===== config.mk =====
export PLATFORM = sky130hd
export DESIGN_NAME = dmem_bridge
export DESIGN_NICKNAME = d
export VERILOG_FILES = /design/src/rtl/dmem_bridge.sv
export SDC_FILE = /design/constraint.sdc
export NUM_CORES = 1
export LEC_CHECK = 0
export CORE_MARGIN = 3
export CORE_UTILIZATION = 55
export DETAILED_ROUTE_END_ITERATION = 7
export DONT_BUFFER_PORTS = 1
export HOLD_SLACK_MARGIN = 0.06
export PLACE_DENSITY = 0.67
export SYNTH_ARGS = -nofsm -noshare
export SYNTH_HDL_FRONTEND = slang
export SYNTH_SLANG_ARGS = --single-unit
export TNS_END_PERCENT = 20

===== constraint.sdc =====
create_clock -name clk -period 4.45 [get_ports clk]
set_clock_uncertainty 0.05 [all_clocks]
set_input_delay 1.1125 -clock clk [delete_from_list [all_inputs] [get_ports clk]]
set_output_delay 1.1125 -clock clk [all_outputs]
set_load 0.01 [all_outputs]

===== src/rtl/dmem_bridge.sv =====
// Purpose: CPU data-memory port to wait-stated bus bridge with a posted write buffer and sticky timeout error.
// Latency: stores post in 0 cycles (bus write starts 2 cycles later); loads on an empty buffer return in 3 cycles.
// Backpressure: cpu_stall while the write buffer is full on a store, and for every load until its data returns.
//
// Ports:
//   clk, rst                     clock, synchronous active-low reset
//   cpu_addr/byte_slct/wdata     CPU MEM-stage request fields
//   cpu_we, cpu_re               CPU store / load request levels (store wins if both high)
//   cpu_rdata, cpu_stall         load data (valid when stall falls on a load), pipeline hold
//   mem_req/we/addr/be/wdata     bus request, held stable until mem_ack
//   mem_ack, mem_rdata           bus completion and read data
//   bus_err                      sticky timeout flag
module dmem_bridge #(
   parameter int ADDR_W     = 32,
   parameter int DATA_W     = 32,
   parameter int WBUF_DEPTH = 4,
   parameter int TIMEOUT    = 255
) (
   input  logic              clk,
   input  logic              rst,
   input  logic [ADDR_W-1:0] cpu_addr,
   input  logic [3:0]        cpu_byte_slct,
   input  logic [DATA_W-1:0] cpu_wdata,
   input  logic              cpu_we,
   input  logic              cpu_re,
   output logic [DATA_W-1:0] cpu_rdata,
   output logic              cpu_stall,
   output logic              mem_req,
   output logic              mem_we,
   output logic [ADDR_W-1:0] mem_addr,
   output logic [3:0]        mem_be,
   output logic [DATA_W-1:0] mem_wdata,
   input  logic              mem_ack,
   input  logic [DATA_W-1:0] mem_rdata,
   output logic              bus_err
);

   localparam int PTR_W = $clog2(WBUF_DEPTH);
   localparam int CNT_W = PTR_W + 1;
   localparam logic [7:0]       TMO_LAST = 8'(TIMEOUT - 1);
   localparam logic [CNT_W-1:0] CNT_FULL = CNT_W'(WBUF_DEPTH);

   typedef struct packed {
      logic [ADDR_W-1:0] addr;
      logic [3:0]        be;
      logic [DATA_W-1:0] data;
   } wbuf_t;

   typedef enum logic [2:0] {
      S_IDLE,
      S_WR,
      S_RD,
      S_RESP,
      S_GAP
   } state_t;

   state_t             state_q, state_d;
   wbuf_t              wbuf_q [WBUF_DEPTH];
   wbuf_t              head;
   logic [PTR_W-1:0]   wr_ptr_q, rd_ptr_q;
   logic [CNT_W-1:0]   count_q;
   logic [7:0]         tmo_q, tmo_d;
   logic [DATA_W-1:0]  rdata_q, rdata_d;
   logic               bus_err_q, bus_err_d;
   logic               resp_prev_q;

   logic               full, empty, ld_req, push, pop;
   logic               in_bus, acked, timed_out, done;

   // A simultaneous load+store is a store; the load side only sees pure loads.
   assign ld_req    = cpu_re & ~cpu_we;
   assign full      = (count_q == CNT_FULL);
   assign empty     = (count_q == '0);
   // Fullness is judged before this edge's pop, so a full buffer never accepts
   // a push even in the cycle its head is retired.
   assign push      = cpu_we & ~full;

   assign in_bus    = (state_q == S_WR) || (state_q == S_RD);
   assign acked     = in_bus & mem_ack;
   // Fires in the TIMEOUT-th unacknowledged bus cycle; the access then finishes as if acked.
   assign timed_out = in_bus & ~mem_ack & (tmo_q == TMO_LAST);
   assign done      = acked | timed_out;
   assign pop       = (state_q == S_WR) & done;

   assign head      = wbuf_q[rd_ptr_q];

   assign cpu_stall = (cpu_we & full) | (ld_req & (state_q != S_RESP));
   assign cpu_rdata = rdata_q;
   assign bus_err   = bus_err_q;

   always_comb begin
      state_d   = state_q;
      tmo_d     = '0;
      rdata_d   = rdata_q;
      bus_err_d = bus_err_q | timed_out;
      mem_req   = 1'b0;
      mem_we    = 1'b0;
      mem_addr  = '0;
      mem_be    = '0;
      mem_wdata = '0;
      unique case (state_q)
         S_IDLE: begin
            // Older stores always go first, which keeps store-to-load ordering.
            // The RESP check stops a still-asserted load from being reissued.
            if (!empty) begin
               state_d = S_WR;
            end else if (ld_req && !resp_prev_q) begin
               state_d = S_RD;
            end
         end
         S_WR: begin
            mem_req   = 1'b1;
            mem_we    = 1'b1;
            mem_addr  = head.addr;
            mem_be    = head.be;
            mem_wdata = head.data;
            if (done) begin
               state_d = S_GAP;
            end else begin
               tmo_d = tmo_q + 8'd1;
            end
         end
         S_RD: begin
            mem_req  = 1'b1;
            mem_addr = cpu_addr;
            mem_be   = cpu_byte_slct;
            if (acked) begin
               rdata_d = mem_rdata;
               state_d = S_RESP;
            end else if (timed_out) begin
               rdata_d = '0;
               state_d = S_RESP;
            end else begin
               tmo_d = tmo_q + 8'd1;
            end
         end
         S_RESP:  state_d = S_IDLE;
         S_GAP:   state_d = S_IDLE;
         default: state_d = S_IDLE;
      endcase
   end

   always_ff @(posedge clk) begin
      if (!rst) begin
         state_q     <= S_IDLE;
         wr_ptr_q    <= '0;
         rd_ptr_q    <= '0;
         count_q     <= '0;
         tmo_q       <= '0;
         rdata_q     <= '0;
         bus_err_q   <= 1'b0;
         resp_prev_q <= 1'b0;
      end else begin
         state_q     <= state_d;
         tmo_q       <= tmo_d;
         rdata_q     <= rdata_d;
         bus_err_q   <= bus_err_d;
         resp_prev_q <= (state_q == S_RESP);
         count_q     <= count_q + CNT_W'(push) - CNT_W'(pop);
         if (push) begin
            wr_ptr_q <= wr_ptr_q + PTR_W'(1);
         end
         if (pop) begin
            rd_ptr_q <= rd_ptr_q + PTR_W'(1);
         end
      end
   end

   // Buffer storage carries no reset; occupancy is tracked by count_q alone.
   always_ff @(posedge clk) begin
      if (push) begin
         wbuf_q[wr_ptr_q] <= '{addr: cpu_addr, be: cpu_byte_slct, data: cpu_wdata};
      end
   end

endmodule


# ---- Word-level counts from Yosys, hierarchy flattened
# Memories as Yosys holds them, arrays and structs flattened. A register that Yosys moved wholly into a read port is not among the register bits.
# Index checks and enable logic that the tools add are counted.
dict set report word_totals {
  register_bits 52
  mem_bits_rw 272
  input_bits 105
  out_inout_bits 104
  word_cells 67
  memories 1
}
# memory depth width read_ports rd_clocked_by_memory_dff wr line
set mem_list {}
lappend mem_list {wbuf_q 4 68 1 1 1 58} ;# wbuf_t wbuf_q [WBUF_DEPTH];
dict set report classes {
  n_addsub 5
  n_eq_ne 9
  muxes 21
  bitwise_logic 14
  n_reduce_logical 9
}
# op count
set op_table {}
lappend op_table {{two-way mux 32 bit} 3}
lappend op_table {{one-hot mux 32 bit (2 select lines)} 1}
lappend op_table {{two-way mux 8 bit} 3}
lappend op_table {{one-hot mux 8 bit (2 select lines)} 1}
lappend op_table {{two-way mux 3 bit} 5}
lappend op_table {{one-hot mux 3 bit (3 select lines)} 1}
lappend op_table {{adder 8 x 1 -> 8 bit (second input constant)} 1}
lappend op_table {{bitwise AND 1 bit} 8}
lappend op_table {{== test 8 bit (second input constant)} 1}
lappend op_table {{one-hot mux 4 bit (2 select lines)} 1}
lappend op_table {{== test 3 x 2 -> 1 bit (second input constant)} 2}
lappend op_table {{logical NOT 3 bit} 2}
lappend op_table {{inequality test 3 bit (second input constant)} 2}
lappend op_table {{adder 2 x 1 -> 2 bit (second input constant)} 2}
lappend op_table {{two-way mux 1 bit} 4}
lappend op_table {{two-way mux 2 bit} 2}
lappend op_table {{adder 3 x 1 -> 3 bit} 1}
lappend op_table {{== test 3 x 1 -> 1 bit (second input constant)} 1}
lappend op_table {{== test 3 bit (second input constant)} 1}
lappend op_table {{inequality test 3 x 2 -> 1 bit (second input constant)} 1}
lappend op_table {{inverter 1 bit} 3}
lappend op_table {{OR 1 bit} 3}
lappend op_table {{AND reduction 3 bit} 1}
lappend op_table {{subtractor 3 x 1 -> 3 bit} 1}
lappend op_table {{7 further kinds} 7}

# ---- Logic depth before layout (Yosys ltp)
dict set report depth {
  word_depth 8
  ltp_mapped 11
  ltp_nobuf 11
}

# ---- Worst setup path after synthesis
# No wires, ideal clock.
dict set report synth_path {
  path_type {input to register}
  from {input cpu_we}
  to {memory wbuf_q[1][0] (netlist bit), enable pin}
  setup_time_ns 0.433
  arrival_ns 3.181
  required_time_ns 3.967
  slack_ns 0.786
  path_stages 2
  n_path_buf 0
  cell_sequence {a21boi_1 > and2_1}
}
dict set report synth_between {
  elab_chain_len 3
}
# item line
set synth_lines {}
lappend synth_lines {{start: declaration} 24} ;# input logic cpu_we,
lappend synth_lines {{bitwise AND 1 bit} 76} ;# assign push = cpu_we & ~full;
lappend synth_lines {{two-way mux 1 bit} 171} ;# if (push) begin
lappend synth_lines {{two-way mux 1 bit (implied by the code)} 172} ;# wbuf_q[wr_ptr_q] <= '{addr: cpu_addr, be: cpu_byte_slct, data: cpu_wdata};
lappend synth_lines {{end: declaration} 58}
# No other way between the ends.

# ---- Worst setup path after layout
dict set report layout_path {
  from {register state_q[2]}
  to {output mem_addr[5]}
}
dict set report layout_between {
  elab_chain_len 2
  word_cells_on_any_way 3
  classes_between {eq/ne: 2; mux: 1}
}
# item line
set layout_lines {}
lappend layout_lines {{start: declaration} 57} ;# state_t state_q, state_d;
lappend layout_lines {{start signal: assignment} 154} ;# state_q <= state_d;
lappend layout_lines {{== test 3 x 2 -> 1 bit / == test 3 x 1 -> 1 bit (equally long branches)} 101} ;# unique case (state_q)
lappend layout_lines {{one-hot mux 32 bit (2 select lines) *} 101}
lappend layout_lines {{end: declaration} 30} ;# output logic [ADDR_W-1:0] mem_addr,
# Mark *: on every way between the ends. The rest lies on a longest branch, timed or not.

==> impl_metrics.json <==
{
  "cts_root_buf": "clkbuf_16",
  "grt_pass1_vias": 6251,
  "rows": 54,
  "cts_sinks": 326,
  "initial_utilization": 0.5642,
  "finalHoldViolCount": 0,
  "dp_hpwl_mm": 13.48,
  "synth_nets": 736,
  "syn-cell-area_sq_mm": 0.01239,
  "cp.arrival_ps": 2560,
  "design_area_sq_mm": 0.01378,
  "slowest_stage": "clkinv_2",
  "place_area_sq_mm": 0.01267,
  "first_pass_iters": 6,
  "cpLargestDelayFamily": "buffers and inverters",
  "fp.dieW_microns": 156.1,
  "period_needed_ps": 3727,
  "cp.buffers_inverters": 1,
  "clk-insertion-delay-late_ps": 490,
  "pwr-share-seq": 0.487,
  "cp_max_fo": 70,
  "diodes": 0,
  "setup_tns_ps": 0,
  "antenna_found_initial": 0,
  "start_kind": "register",
  "critPathKind": "reg2out",
  "grt_max_degree": 71,
  "cts_hold_buf": 0,
  "clockPowerShare": 0.354,
  "yosys.area.top_type_share": 0.6593,
  "cts_made_buffers": 34,
  "dr_total_vias": 5749,
  "crit_path_end_kind": "output pin",
  "grt_pass1_wl_mm": 35.02,
  "fin_nets": 744,
  "post_cts_resize_count": 0,
  "hp-start": "tmo_q[0]$_SDFF_PN0_",
  "synth_area_per_cell_sq_um": 19.92,
  "core_area_sq_mm": 0.02196,
  "crit_start": "state_q[2]$_SDFFE_PN0P_",
  "p_int_mw": 5.827,
  "yosysTopAreaCell": "edfxtp_1",
  "fin_total_pwr_mw": 7.773,
  "drv_slew": 0,
  "drt-vias-per-instance": 6.162,
  "pre_cts_slack_ps": 1184,
  "cts_setup_buffers": 0,
  "drive_above_1_share": 0.2129,
  "route.detailed.drc": 0,
  "r2r_start": "tmo_q[0]$_SDFF_PN0_",
  "hold_class": "reg2reg",
  "yosysSeqAreaShare": 0.7466,
  "yosys_warnings": 0,
  "p_per_area_mw_per_mm2": 563.9,
  "switchingPower_mw": 1.946,
  "timing.final.ws_setup_ps": 722.5,
  "status": "finished clean",
  "ant_nets": 0,
  "yosysUniqueCellTypes": 40,
  "p_leak_nw": 4.458,
  "post_drt_wl_per_cell_microns": 24.30,
  "slew_headroom": 0.3097,
  "cts_tree": "yes",
  "synthCells": 622,
  "ir_drop_mv": 0.4541,
  "port_buffers": 0,
  "rsz0062_at_grt": "no",
  "fin_crit_sh": 0.8376,
  "drt_wl_total_mm": 22.67,
  "crit_required_ps": 3290,
  "drt_iter0_drc": 364,
  "place_congestion": 0.7238,
  "setup_violations": 0,
  "grt_overflow_total": 0,
  "clk_pin_slew_worst_paths_ps": 60,
  "htree_levels": 2,
  "switching_share": 0.2504,
  "synthTopCellsByArea": "edfxtp_1 (66%), mux4_2 (12%), dfxtp_1 (8.7%)",
  "area_growth_syn_to_layout_pct": 11.27,
  "maxCapViolCount": 0,
  "path_cells": "or3b_4, clkinv_2, a22o_1",
  "grt_usage": 0.1882,
  "dieArea_sq_mm": 0.02436,
  "pin_count": 209,
  "fp.dieH_microns": 156.1,
  "critical_path.max_stage_delay_ps": 760,
  "tightest_slew_ps": 1035,
  "pwr-share-comb": 0.158,
  "max_freq_ghz": 0.2683,
  "cts_buffer_depth": 3,
  "ys_seq_elements": 326
}
## sequential cells by signal, summed over array words and instances (netlist names), named ones only
name and flops:
bus_err 1, count_q 3, cpu_rdata 32, rd_ptr_q 2, resp_prev_q 1, state_q 3
tmo_q 8, wbuf_q 272, wr_ptr_q 2
## per-stage QoR
| step | utilization | hold slack [ps] | std cells |
|---|---|---|---|
| 5_1_grt | 0.6277 | 449.9 | 933 |
| 2_1_floorplan | - | 380.0 | 622 |
| 6_report | 0.6277 | 431.0 | 933 |
| 3_3_place_gp | 0.5771 | 393.1 | 874 |
| 3_5_place_dp | 0.5771 | 421.1 | 874 |
| 4_1_cts | 0.6277 | 432.4 | 933 |
## cell families after synthesis
family	synth area share
and+or+nand+nor	0.03656
muxes	0.1260
DFF	0.7466
buffers and inverters	0.01929
xor gates and xnor gates	0.007070
AOI/OAI and AO/OA	0.05474
adders and majority gates	0.009696
## power by group through the flow
stage               Combinational, mW  Sequential, mW  Clock (mW)
floorplan                        1.03            3.79           0
global placement                 1.23            3.84           0
detailed placement               1.26            3.86           0
CTS                              1.27            3.79        2.83
global route                     1.34            3.82        2.96
finish                           1.23            3.79        2.75
## metal layers
layer	up-vias	routed length (microns)	global-route usage
met5	-	0	0
met4	0	444	0.05551
met3	38	1973	0.06519
met2	229	11390	0.3122
met1	2948	8864	0.2376
li1	2534	-	-
## worst paths after layout
path / to / slack (ps) / cells after the start
min: tmo_q[0]$_SDFF_PN0_ / 430 / 1
max reg2reg: count_q[2]$_SDFF_PN0_ / 1780 / 11
min reg2reg: tmo_q[0]$_SDFF_PN0_ / 430 / 1
max: mem_addr[5] / 720 / 3
## layout make-up
type | instances | area (sq um)
Clock inverter | 16 | 143.9
Clock buffer | 43 | 968.4
Inverter | 10 | 38.79
Tap cell | 280 | 350.3
Fill cell | 1512 | 8174
Sequential cell | 326 | 9256
Timing Repair Buffer | 8 | 110.1
Multi-Input combinational cell | 250 | 2917
## cells in the final DEF (no fill, tap or decap), types with 2 or more instances in the layout
master	synthesis	final
buf_4	3	4
a22o_1	68	68
xor2_1	2	2
clkinv_4	0	2
inv_1	8	8
clkbuf_16	0	37
nand2_1	6	6
edfxtp_1	272	272
and3_1	3	3
dfxtp_1	54	52
nor2_1	18	18
buf_12	0	4
clkbuf_1	14	4
xnor2_1	8	8
clkinvlp_4	0	2
clkinv_2	1	4
nand3_1	4	4
clkinv_1	0	4
nor3_1	2	2
clkbuf_8	0	2
dfxtp_4	0	2
mux4_2	68	68
a21oi_1	5	5
ha_1	8	8
bufinv_16	0	2
inv_4	0	2
and2_1	38	34
and2_4	0	4
mux2i_1	3	3
## cells in the mapped netlist (all sizes together)
cell	count
clkinv	1
mux4	68
and3	3
or3	1
a31oi	1
a21boi	1
nand3b	1
nor4	1
a21oi	5
ha	8
nand2b	1
edfxtp	272
or3b	1
a22o	68
a2111o	1
xor2	2
o2bb2ai	1
clkbuf	14
nor3	3
o21a	1
nor3b	2
nor2	18
o21ai	1
fa	1
xnor2	8
o211a	1
nand3	4
nand2	6
and2	38
mux2i	3
dfxtp	54
buf	22
and4	1
inv	9
## worst register-to-register path, delay by kind of cell, from the launching register on
family / cells / cell delay, ps
AND/OR/NAND/NOR: 3 / 420
adder cells (fa/ha/maj): 4 / 1100
flip-flops: 1 / 380
buffers and inverters: 2 / 110
XOR/XNOR: 1 / 170
AO/OA/AOI/OAI: 1 / 350
Power figures use the tool's default switching activity.
